$ cat src/rtl/panda_divider.sv
// RV32M iterative divider: restoring division with one quotient bit per cycle,
// early completion for divide-by-zero and signed overflow, single-pulse write-back.
module panda_divider #(
    parameter int unsigned Width     = 32,
    parameter int unsigned AddrWidth = 5
) (
    input  logic                 clk_i,
    input  logic                 rst_ni,
    input  logic                 start_i,
    input  logic [1:0]           op_i,
    input  logic [Width-1:0]     rs1_data_i,
    input  logic [Width-1:0]     rs2_data_i,
    input  logic [AddrWidth-1:0] rd_addr_i,
    input  logic                 flush_i,
    output logic                 ready_o,
    output logic                 busy_o,
    output logic [AddrWidth-1:0] rd_addr_o,
    output logic [Width-1:0]     rd_data_o,
    output logic                 rd_we_o
);

    localparam int unsigned CntWidth = $clog2(Width);
    localparam logic [CntWidth-1:0] LastCnt = CntWidth'(Width - 1);

    typedef enum logic [1:0] {IDLE, CALC, DONE} state_t;

    state_t                state_q, state_d;
    logic [CntWidth-1:0]   cnt_q;
    logic                  is_rem_q, neg_quot_q, neg_rem_q;
    logic [Width-1:0]      divisor_q, quot_q;
    logic [Width:0]        rem_q;
    logic [AddrWidth-1:0]  addr_q;
    logic [AddrWidth-1:0]  rd_addr_q;
    logic [Width-1:0]      rd_data_q;

    logic                  accept, is_signed, is_rem, div_zero, overflow, special;
    logic [Width-1:0]      abs_a, abs_b, special_res;
    logic [Width:0]        rem_sh, diff, rem_nx;
    logic                  q_bit;
    logic [Width-1:0]      quot_nx, q_fin, r_fin, result;

    assign accept    = (state_q == IDLE) && start_i && !flush_i;
    assign is_signed = ~op_i[0];
    assign is_rem    = op_i[1];
    assign div_zero  = (rs2_data_i == '0);
    assign overflow  = is_signed && (rs1_data_i == {1'b1, {(Width-1){1'b0}}})
                       && (rs2_data_i == '1);
    assign special   = div_zero || overflow;

    assign abs_a = (is_signed && rs1_data_i[Width-1]) ? -rs1_data_i : rs1_data_i;
    assign abs_b = (is_signed && rs2_data_i[Width-1]) ? -rs2_data_i : rs2_data_i;

    // Divide-by-zero: quotient all ones, remainder = dividend.
    // Overflow: quotient = dividend (0x80000000), remainder 0.
    always_comb begin
        special_res = '0;
        if (div_zero) special_res = is_rem ? rs1_data_i : '1;
        else          special_res = is_rem ? '0 : rs1_data_i;
    end

    // One restoring step: shift in next dividend bit, try subtracting divisor.
    assign rem_sh  = {rem_q[Width-1:0], quot_q[Width-1]};
    assign diff    = rem_sh - {1'b0, divisor_q};
    assign q_bit   = ~diff[Width];
    assign rem_nx  = q_bit ? diff : rem_sh;
    assign quot_nx = {quot_q[Width-2:0], q_bit};

    assign q_fin  = neg_quot_q ? -quot_nx : quot_nx;
    assign r_fin  = neg_rem_q ? -rem_nx[Width-1:0] : rem_nx[Width-1:0];
    assign result = is_rem_q ? r_fin : q_fin;

    always_comb begin
        state_d = state_q;
        unique case (state_q)
            IDLE: if (accept) state_d = special ? DONE : CALC;
            CALC: begin
                if (flush_i)              state_d = IDLE;
                else if (cnt_q == LastCnt) state_d = DONE;
            end
            DONE:    state_d = IDLE;
            default: state_d = IDLE;
        endcase
    end

    always_ff @(posedge clk_i) begin
        if (!rst_ni) begin
            state_q    <= IDLE;
            cnt_q      <= '0;
            is_rem_q   <= 1'b0;
            neg_quot_q <= 1'b0;
            neg_rem_q  <= 1'b0;
            divisor_q  <= '0;
            quot_q     <= '0;
            rem_q      <= '0;
            addr_q     <= '0;
            rd_addr_q  <= '0;
            rd_data_q  <= '0;
        end else begin
            state_q <= state_d;
            if (accept) begin
                cnt_q      <= '0;
                is_rem_q   <= is_rem;
                neg_quot_q <= is_signed && (rs1_data_i[Width-1] ^ rs2_data_i[Width-1]);
                neg_rem_q  <= is_signed && rs1_data_i[Width-1];
                divisor_q  <= abs_b;
                quot_q     <= abs_a;
                rem_q      <= '0;
                addr_q     <= rd_addr_i;
                if (special) begin
                    rd_data_q <= special_res;
                    rd_addr_q <= rd_addr_i;
                end
            end else if (state_q == CALC && !flush_i) begin
                cnt_q  <= cnt_q + 1'b1;
                quot_q <= quot_nx;
                rem_q  <= rem_nx;
                if (cnt_q == LastCnt) begin
                    rd_data_q <= result;
                    rd_addr_q <= addr_q;
                end
            end
        end
    end

    assign ready_o   = (state_q == IDLE);
    assign busy_o    = (state_q != IDLE);
    assign rd_we_o   = (state_q == DONE) && !flush_i && (addr_q != '0);
    assign rd_addr_o = rd_addr_q;
    assign rd_data_o = rd_data_q;

endmodule

$ cat config.mk
export PLATFORM = sky130hd
export DESIGN_NAME = panda_divider
export DESIGN_NICKNAME = d
export VERILOG_FILES = /design/src/rtl/panda_divider.sv
export SDC_FILE = /design/constraint.sdc
export NUM_CORES = 1
export LEC_CHECK = 0
export BUFFER_PORTS_ARGS = -buffer_cell sky130_fd_sc_hd__buf_2
export CAP_MARGIN = 10
export CORE_MARGIN = 1
export CORE_UTILIZATION = 40
export CTS_CLUSTER_DIAMETER = 80
export DETAILED_ROUTE_END_ITERATION = 16
export HOLD_SLACK_MARGIN = 0.02
export PLACE_DENSITY = 0.58
export RECOVER_POWER = 25
export SYNTH_ARGS = -nofsm -noshare
export SYNTH_HDL_FRONTEND = slang
export SYNTH_SLANG_ARGS = --single-unit
$ cat constraint.sdc
create_clock -name clk_i -period 6.4 [get_ports clk_i]
set_input_delay 1.28 -clock clk_i [delete_from_list [all_inputs] [get_ports clk_i]]
set_output_delay 1.28 -clock clk_i [all_outputs]
set_load 0.01 [all_outputs]
; Word level (Yosys, flattened, before mapping)
; Cells that the tools add are included.
; W data, S select, Z words.
[word_totals]
regBits = 148
input_bits = 75
out_inout_bits = 40
word_cells = 74
[classes]
addsub = 6
n_eq_ne = 8
mux = 24
n_bitwise = 4
n_reduce_logical = 21
[ops]
columns = cell, n
row1 = $mux W32, 15
row2 = $neg A32 Y32, 4
row3 = $eq A32 B32 Y1 const B, 2
row4 = $sub A33 B32 Y33, 1
row5 = $logic_not A32 Y1, 1
row6 = $mux W5, 4
row7 = $logic_and A1 B1 Y1, 10
row8 = $mux W2, 4
row9 = $reduce_bool A2 Y1, 3
row10 = $add A5 B1 Y5 const B, 1
row11 = $eq A5 B5 Y1 const B, 1
row12 = $reduce_bool A5 Y1, 1
row13 = $ne A2 B1 Y1 const B, 2
row14 = $pmux W2 S2, 1
row15 = $ne A3 B3 Y1 const B, 1
row16 = $not A1 Y1, 3
row17 = $reduce_and A3 Y1, 1
row18 = $eq A2 B1 Y1 const B, 1
row19 = $eq A2 B2 Y1 const B, 1
row20 = $logic_not A2 Y1, 1
row21 = $reduce_and A2 Y1, 1
row22 = $reduce_or A2 Y1, 1
row23 = $logic_not A1 Y1, 1
row24 = $logic_or A1 B1 Y1, 1
row25 = $xor A1 B1 Y1, 1

; Logic depth before layout (Yosys ltp)
; Gate-level depths: netlist (run 1).
[depth]
depth_word = 8
depth_mapped = 25
depth_no_buf = 23

; Least setup slack after synthesis (run 1)
; OpenSTA, ideal clock, no wires.
[synth_path]
path_type = flip-flop to flip-flop
startpoint = reg quot_q[31]
endpoint = reg rd_data_q[28] (netlist: rd_data_o[28])
arrival_ps = 4860
t_required_ps = 6285
slack_ps = 1425
stages_incl_launch_ff = 24
synth_period_minus_slack_ps = 4975
path_cell_list = dfxtp_1 inv_1 ha_1 fa_1 nand2b_1 a21oi_1 o31ai_1 a21boi_1 nor3_2 nor2_8 buf_2 buf_1 nand2_1 o21ai_0 ha_1 inv_1 or4_1 nor3_1 o21ai_1 o41a_1 nor4b_2 nand3_1 mux2i_1 o21ba_2
[synth_via]
elab_chain_len = 8
word_cells_on_any_way = 11
[synth_lines]
columns = element, line
row1 = start: declaration, 30  ; logic [Width-1:0] divisor_q, quot_q;
row2 = start signal: assignment, 106  ; quot_q <= abs_a;
row3 = start signal: assignment, 115  ; quot_q <= quot_nx;
row4 = $sub A33 B32 Y33, 63  ; assign diff = rem_sh - {1'b0, divisor_q};
row5 = $mux W32 or $not A1 Y1 (tied branches), "65, 64"
row6 = $neg A32 Y32 (on tied branches), "69, 68"
row7 = $mux W32 (on tied branches), "69, 68"
row8 = $mux W32 *, 70  ; assign result = is_rem_q ? r_fin : q_fin;
row9 = $mux W32 *, 117  ; if (cnt_q == LastCnt) begin
row10 = $mux W32 *, 113  ; end else if (state_q == CALC && !flush_i) begin
row11 = $mux W32 *, 100  ; if (accept) begin
row12 = end signal: assignment, 110  ; rd_data_q <= special_res;
row13 = end signal: assignment, 118  ; rd_data_q <= result;
row14 = end: declaration, 34  ; logic [Width-1:0] rd_data_q;
; Mark *: on every way between the ends. The rest lies on a longest branch, timed or not. The select of a mux whose other input is x is not followed.
; A chain may end at the register's enable or synchronous reset.

; Worst setup path after layout (run 1)
; Ends and elaborated chain as after synthesis.

==> results.yml, run 1 <==
layout:
  nets: 1834
  drive_above_1_share: 0.09758
  antenna_cells: 0
  final_util: 0.4565
  fin_cells: 2122
  syn_to_final_growth_pct: 10.92
drt:
  routed_wl_microns: 45560
  num_vias: 13060
  postRouteAntennaNets: 0
  drc: 0
  first_iter_violations: 1280
  via_per_inst: 6.155
  wl_per_cell_microns: 21.47
  first_pass_iters: 5
clocking:
  cts_max_path_buffers: 2
  clkLatencyLatePin_ns: 0.44
  cts_tree: "yes"
  clk_pin_slew_ns: 0.07
  htreeDepth: 4
  clockRootBuffer: "clkbuf_16"
  cts_resized: 0
  ctsHoldBuffers: 0
  cts_setup_buffers: 0
  cts_sinks: 148
  numCtsBuffers: 17
sta:
  skew_ns: 0.01238
  max_slew_margin: -0.003991
  hold_viol: 0
  finalCriticalPeriod_ns: 5.417
  fin_setup_tns_ns: 0
  fmax_mhz: 184.6
  slew_viol_final: 41
  period_share: 0.8464
  tightest_slew_ns: 1.504
  fin_hold_ws_ns: 0.4556
  rsz0062_at_grt: "false"
  finalSetupViolations: 0
synthesis:
  synth-seq-cells: 148
  synth.area.top_cells: "dfxtp_1 (24%), nor2_1 (6.5%), nand2_1 (5.7%), xnor2_1 (4.8%), a211oi_1 (4.3%)"
  synth_top_area_frac: 0.2404
  syn_nets: 1793
  yosys.area.top_type: "dfxtp_1"
  synth.cell_area_sq_um: 12330
  yosysUniqueCellTypes: 88
  synth_warnings: 0
  synth_edf_count: 0
  ys_seq_area_frac: 0.2404
  synthCells: 1678
  yosysMostFrequentCell: "nor2_1"
  synthArstFlopShare: 0
  synth_ff_type: "dfxtp_1"
  synthTopCellsByCount: "nor2_1 (213), nand2_1 (186), dfxtp_1 (148)"
  syn_area_per_cell_sq_um: 7.346
outcome:
  status: "finished, violations left"
  violations: "capacitance limit, slew limit"
floorplanning:
  initial_core_util: 0.4115
  rows: 63
  dieArea_sq_um: 31520
  die_y_microns: 177.5
  die_x_microns: 177.5
  coreArea_sq_um: 29950
  io_pins: 115
place:
  dp_hpwl_microns: 34260
  placed_cells: 2090
  port_buffers: 114
  place.gp.congestion: 0.9245
global_routing:
  gr-total-overflow: 0
  track_usage: 0.2879
  antenna_found_initial: 0
  grt_first_pass_wirelength_microns: 69860
  grt_max_degree: 65
  grt_pass1_vias: 11900
power_and_ir_drop:
  ir_worst_vdd_mv: 0.1841
  p_per_area_nw_per_um2: 246.3
  leakage_nw: 5.021
setup_path:
  worst_ep_required_time_ns: 6.73
  crit_type: "reg2reg"
  worstPathArrival_ns: 5.75
  worst_setup_path_end_kind: "flip-flop"
  crit_path_start_kind: "flip-flop"
  crit_fanout: 14
worst_hold_path:
  hold_class: "reg2reg"
run:
  maxCapViolations: 1
report_power, final:
group	switching [W]	internal, W
clock network	0.000449	0.000631
registers	0.0000562	0.000974
logic	0.000822	0.000435
cell families after synthesis:
logic type | after synthesis | synth area share
AO/OA/AOI/OAI | 501 | 0.2855
XOR/XNOR | 124 | 0.08810
adder cells (fa/ha/maj) | 59 | 0.05664
buffers and inverters | 179 | 0.05847
flip-flops | 148 | 0.2404
multiplexers | 34 | 0.02791
AND/OR/NAND/NOR | 633 | 0.2430
cells in the final DEF (no fill, tap or decap), types with 17 or more instances in the layout:
cell type,synthesis,final
a211oi_1,71,71
a21oi_1,99,98
a311oi_1,38,38
a31oi_1,22,22
buf_2,15,75
buf_4,4,24
clkbuf_1,88,40
clkbuf_16,0,17
dfxtp_1,148,148
ha_1,39,39
inv_1,62,62
maj3_1,19,19
mux2i_1,31,31
nand2_1,186,186
nand3_1,35,35
nand4_1,26,26
nor2_1,213,213
nor3_1,42,42
nor4_1,20,20
o211ai_1,24,24
o21ai_0,77,77
o31ai_1,34,34
or3_1,21,21
xnor2_1,67,67
xor2_1,57,57
cell type report:
class	count	area [sq um]
flip-flops and latches	148	2963
well taps	390	488.0
clock buffers	19	442.9
repair buffers	138	701.9
inverters	63	236.5
multi-input cells	1351	8671
clock inverters	13	170.2
fillers	3104	16280
final timing paths:
path	start	slack, ns	cells past startpoint	endpoint
worst max-delay path	quot_q[31]	0.98	23	rd_data_o[28]
worst min-delay path	divisor_q[22]	0.46	2	divisor_q[22]
worst max register to register	quot_q[31]	0.98	23	rd_data_o[28]
worst min register to register	divisor_q[22]	0.46	2	divisor_q[22]
through the flow:
| step | power, W | setup slack, ns | instance area (sq um) |
|---|---|---|---|
| 5_1_grt | 0.003534 | 0.4847 | 13670 |
| 2_1_floorplan | 0.001915 | 1.425 | 12330 |
| 3_3_place_gp | 0.002276 | 1.202 | 13110 |
| 4_1_cts | 0.003356 | 1.040 | 13720 |
| 3_5_place_dp | 0.002277 | 1.066 | 13110 |
| 6_report | 0.003368 | 0.9831 | 13670 |
registers in the layout, indices dropped and copies added (netlist names):
register and count:
neg_quot_q 1, neg_rem_q 1, state_q 2, quot_q 32, rd_data_o 32, divisor_q 32
cnt_q 5, is_rem_q 1, addr_q 5, rd_addr_o 5, rem_q 32
worst max-delay path, stage by stage (launching register included):
cell and delay (ns):
dfxtp_1 0.35, inv_1 0.06, ha_1 0.24, fa_1 0.40
nand2b_1 0.20, a21oi_1 0.42, o31a_1 0.30, o21ai_1 0.14
a21oi_2 0.16, buf_4 0.22, nor2_8 0.09, inv_2 0.22
o21ai_0 0.19, inv_1 0.09, ha_1 0.18, inv_1 0.07
or4_1 0.50, nor3_1 0.14, o21ai_1 0.11, o41a_1 0.20
nor4b_2 0.40, nand3_1 0.19, mux2i_1 0.17, o21ba_2 0.23
layer usage:
layer / vias to the layer above / GRT usage / part of all wire
met3: 48 / 0.05013 / 0.075
met1: 6244 / 0.4050 / 0.46
li1: 6255 / - / -
met5: - / 0 / 0
met4: 0 / 0.07194 / 0.014
met2: 514 / 0.4512 / 0.45
Power figures use the tool's default switching activity.
==> run 2, diff against run 1 <==
--- a/config.mk
+++ b/config.mk
@@ -12,7 +12,7 @@
 export CTS_CLUSTER_DIAMETER = 80
 export DETAILED_ROUTE_END_ITERATION = 16
 export HOLD_SLACK_MARGIN = 0.02
-export PLACE_DENSITY = 0.58
+export PLACE_DENSITY = 0.61
 export RECOVER_POWER = 25
 export SYNTH_ARGS = -nofsm -noshare
 export SYNTH_HDL_FRONTEND = slang
==> constraint.sdc (replaced) <==
create_clock -name clk_i -period 4.7 [get_ports clk_i]
set_input_delay 0.94 -clock clk_i [delete_from_list [all_inputs] [get_ports clk_i]]
set_output_delay 0.94 -clock clk_i [all_outputs]
set_load 0.01 [all_outputs]
==> run 2 against run 1 <==
  * Largest power group unchanged
  * The run now ends clean
  * Clock-buffer cell count down 1
  * Critical path depth down 4
  * Wire length up 1.1%
  * Cell area up 6.1%
  * Sequential share of layout area down 1.2 points
  * Die area unchanged
==> results.yml, run 2 (synthesized netlist as in run 1, its figures left out) <==
outcome:
  status: "complete, no violations"
worst_hold_path:
  hold_class: "reg2reg"
  min-delay-start: "divisor_q[18]"
  min_to: "divisor_q[18]"
  min_path_cells: 2
setup_path:
  crit_path_start_kind: "flip-flop"
  worst_setup_path_end_kind: "flip-flop"
  reg2reg_from: "rem_q[24]"
  slowest_delay_ns: 0.43
  r2r_cells: 19
  reg2reg_slack_ns: 0.18
  crit_fanout: 5
  crit_type: "reg2reg"
  r2r_end: "rd_data_o[28]"
  crit_chain: "ha_1 -> a31oi_1 -> o221ai_1 -> nor2b_1 -> a221o_1 -> nor3_4 -> nor2_8 -> inv_2 -> ha_1 -> nand2_1 -> or3_1 -> nor2_4 -> nand3_1 -> o41ai_2 -> xor2_1 -> o22ai_1 -> a211o_1 -> o221ai_1 -> o21ba_2"
  crit_slowest_cell: "dfxtp_1"
  worstPathArrival_ns: 4.85
  worst_ep_required_time_ns: 5.03
layout:
  fin_area_sq_um: 14510
  most-common-layout-cells: "nor2_1 (211), nand2_1 (185), dfxtp_1 (146)"
  nets: 1914
  antenna_cells: 0
  mostFrequentLayoutCell: "nor2_1"
  final_util: 0.4843
  syn_to_final_growth_pct: 17.69
  drive_above_1_share: 0.1595
power_and_ir_drop:
  ir_worst_vdd_mv: 0.2636
  finalPower_w: 0.004662
  p_per_area_nw_per_um2: 321.4
  leakage_nw: 5.435
drt:
  via_per_inst: 6.142
  routed_wl_microns: 46060
  first_iter_violations: 1450
  first_pass_iters: 6
  drc: 0
  postRouteAntennaNets: 0
  wl_per_cell_microns: 20.92
  num_vias: 13520
place:
  place_area_sq_um: 13700
  dp_hpwl_microns: 35150
  port_buffers: 114
  place.gp.congestion: 0.9481
sta:
  tightest_slew_ns: 1.165
  fmax_mhz: 221.2
  fin_hold_ws_ns: 0.4565
  skew_ns: 0.01055
  period_share: 0.9617
  slew_viol_final: 0
  hold_viol: 0
  fin_setup_tns_ns: 0
  max_slew_margin: 0.2233
  finalSetupViolations: 0
  finalCriticalPeriod_ns: 4.520
clocking:
  ctsHoldBuffers: 0
  cts_sinks: 148
  clkLatencyLatePin_ns: 0.44
  clk_pin_slew_ns: 0.07
  cts_max_path_buffers: 2
  clockRootBuffer: "clkbuf_16"
  numCtsBuffers: 17
  cts_tree: "yes"
  htreeDepth: 4
global_routing:
  gr-total-overflow: 0
  track_usage: 0.2920
  antenna_found_initial: 0
  grt_pass1_vias: 12430
  grt_first_pass_wirelength_microns: 71550
  grt_max_degree: 107
floorplanning:
  rows: 63
  io_pins: 115
  coreArea_sq_um: 29950
  die_x_microns: 177.5
  initial_core_util: 0.4115
  dieArea_sq_um: 31520
  die_y_microns: 177.5
run:
  maxCapViolations: 0
run 2: cell types whose count changed in the layout (fill, tap and decap cells not counted), sizes merged:
cell	previous run	this run
buf	99	180
bufinv	3	0
inv	68	71
clkbuf	58	56
clkinv	3	4
run 2: through the flow:
step	setup slack [ns]	cells
after detailed placement	0.003358	2161
after floorplan	0.01693	1678
final	0.1800	2202
after CTS	-0.01326	2193
after global routing	-0.04555	2202
after global placement	0.05126	2161
run 2: power breakdown:
| group | internal [W] | leakage, nW | switching [W] |
|---|---|---|---|
| combinational | 0.000730 | 3.95 | 0.00121 |
| clock | 0.000704 | 0.271 | 0.000623 |
| sequential | 0.00133 | 1.21 | 0.0000732 |
run 2: critical path, delay by kind of cell (launching register included):
family,cells,cell delay (ns)
flip-flops,1,0.43
buffers and inverters,1,0.10
AND/OR/NAND/NOR,7,1.31
AO/OA/AOI/OAI,8,1.87
XOR/XNOR,1,0.19
adder cells (fa/ha/maj),2,0.49
run 2: how the worst max path moves through the flow:
stage          slack (ns)          start            end  depth (start not counted)
4_1_cts             -0.01  divisor_q[23]  rd_data_o[16]                         22
5_1_grt             -0.05   divisor_q[3]  rd_data_o[28]                         21
6_report             0.18      rem_q[24]  rd_data_o[28]                         19
3_3_place_gp         0.05  rs2_data_i[0]  rd_data_o[31]                         14
2_1_floorplan        0.02  divisor_q[25]  rd_data_o[28]                         24
3_5_place_dp        0.003  divisor_q[23]  rd_data_o[28]                         21
run 2: layout make-up:
cell class                      count  area [sq um]
Fill cell                        3030         15450
Multi-Input combinational cell   1351          8924
Sequential cell                   148          2965
Timing Repair Buffer              218          1340
Tap cell                          390         488.0
Clock buffer                       18         439.2
Inverter                           63         236.5
Clock inverter                     14         115.1
run 2: routing by layer:
layer / track usage / vias up / wire length (microns)
li1: - / 6416 / -
met1: 0.4065 / 6406 / 20650
met2: 0.4455 / 613 / 20250
met3: 0.05570 / 89 / 3697
met4: 0.1029 / 0 / 1467
met5: 0 / - / 0
run 2: timing repair:
| action | in CTS | in global routing |
|---|---|---|
| gates resized for setup | 1 | 47 |
| pin swaps | 0 | 23 |
| endpoints found under the setup margin | 2 | 12 |
| setup buffers | 0 | 9 |
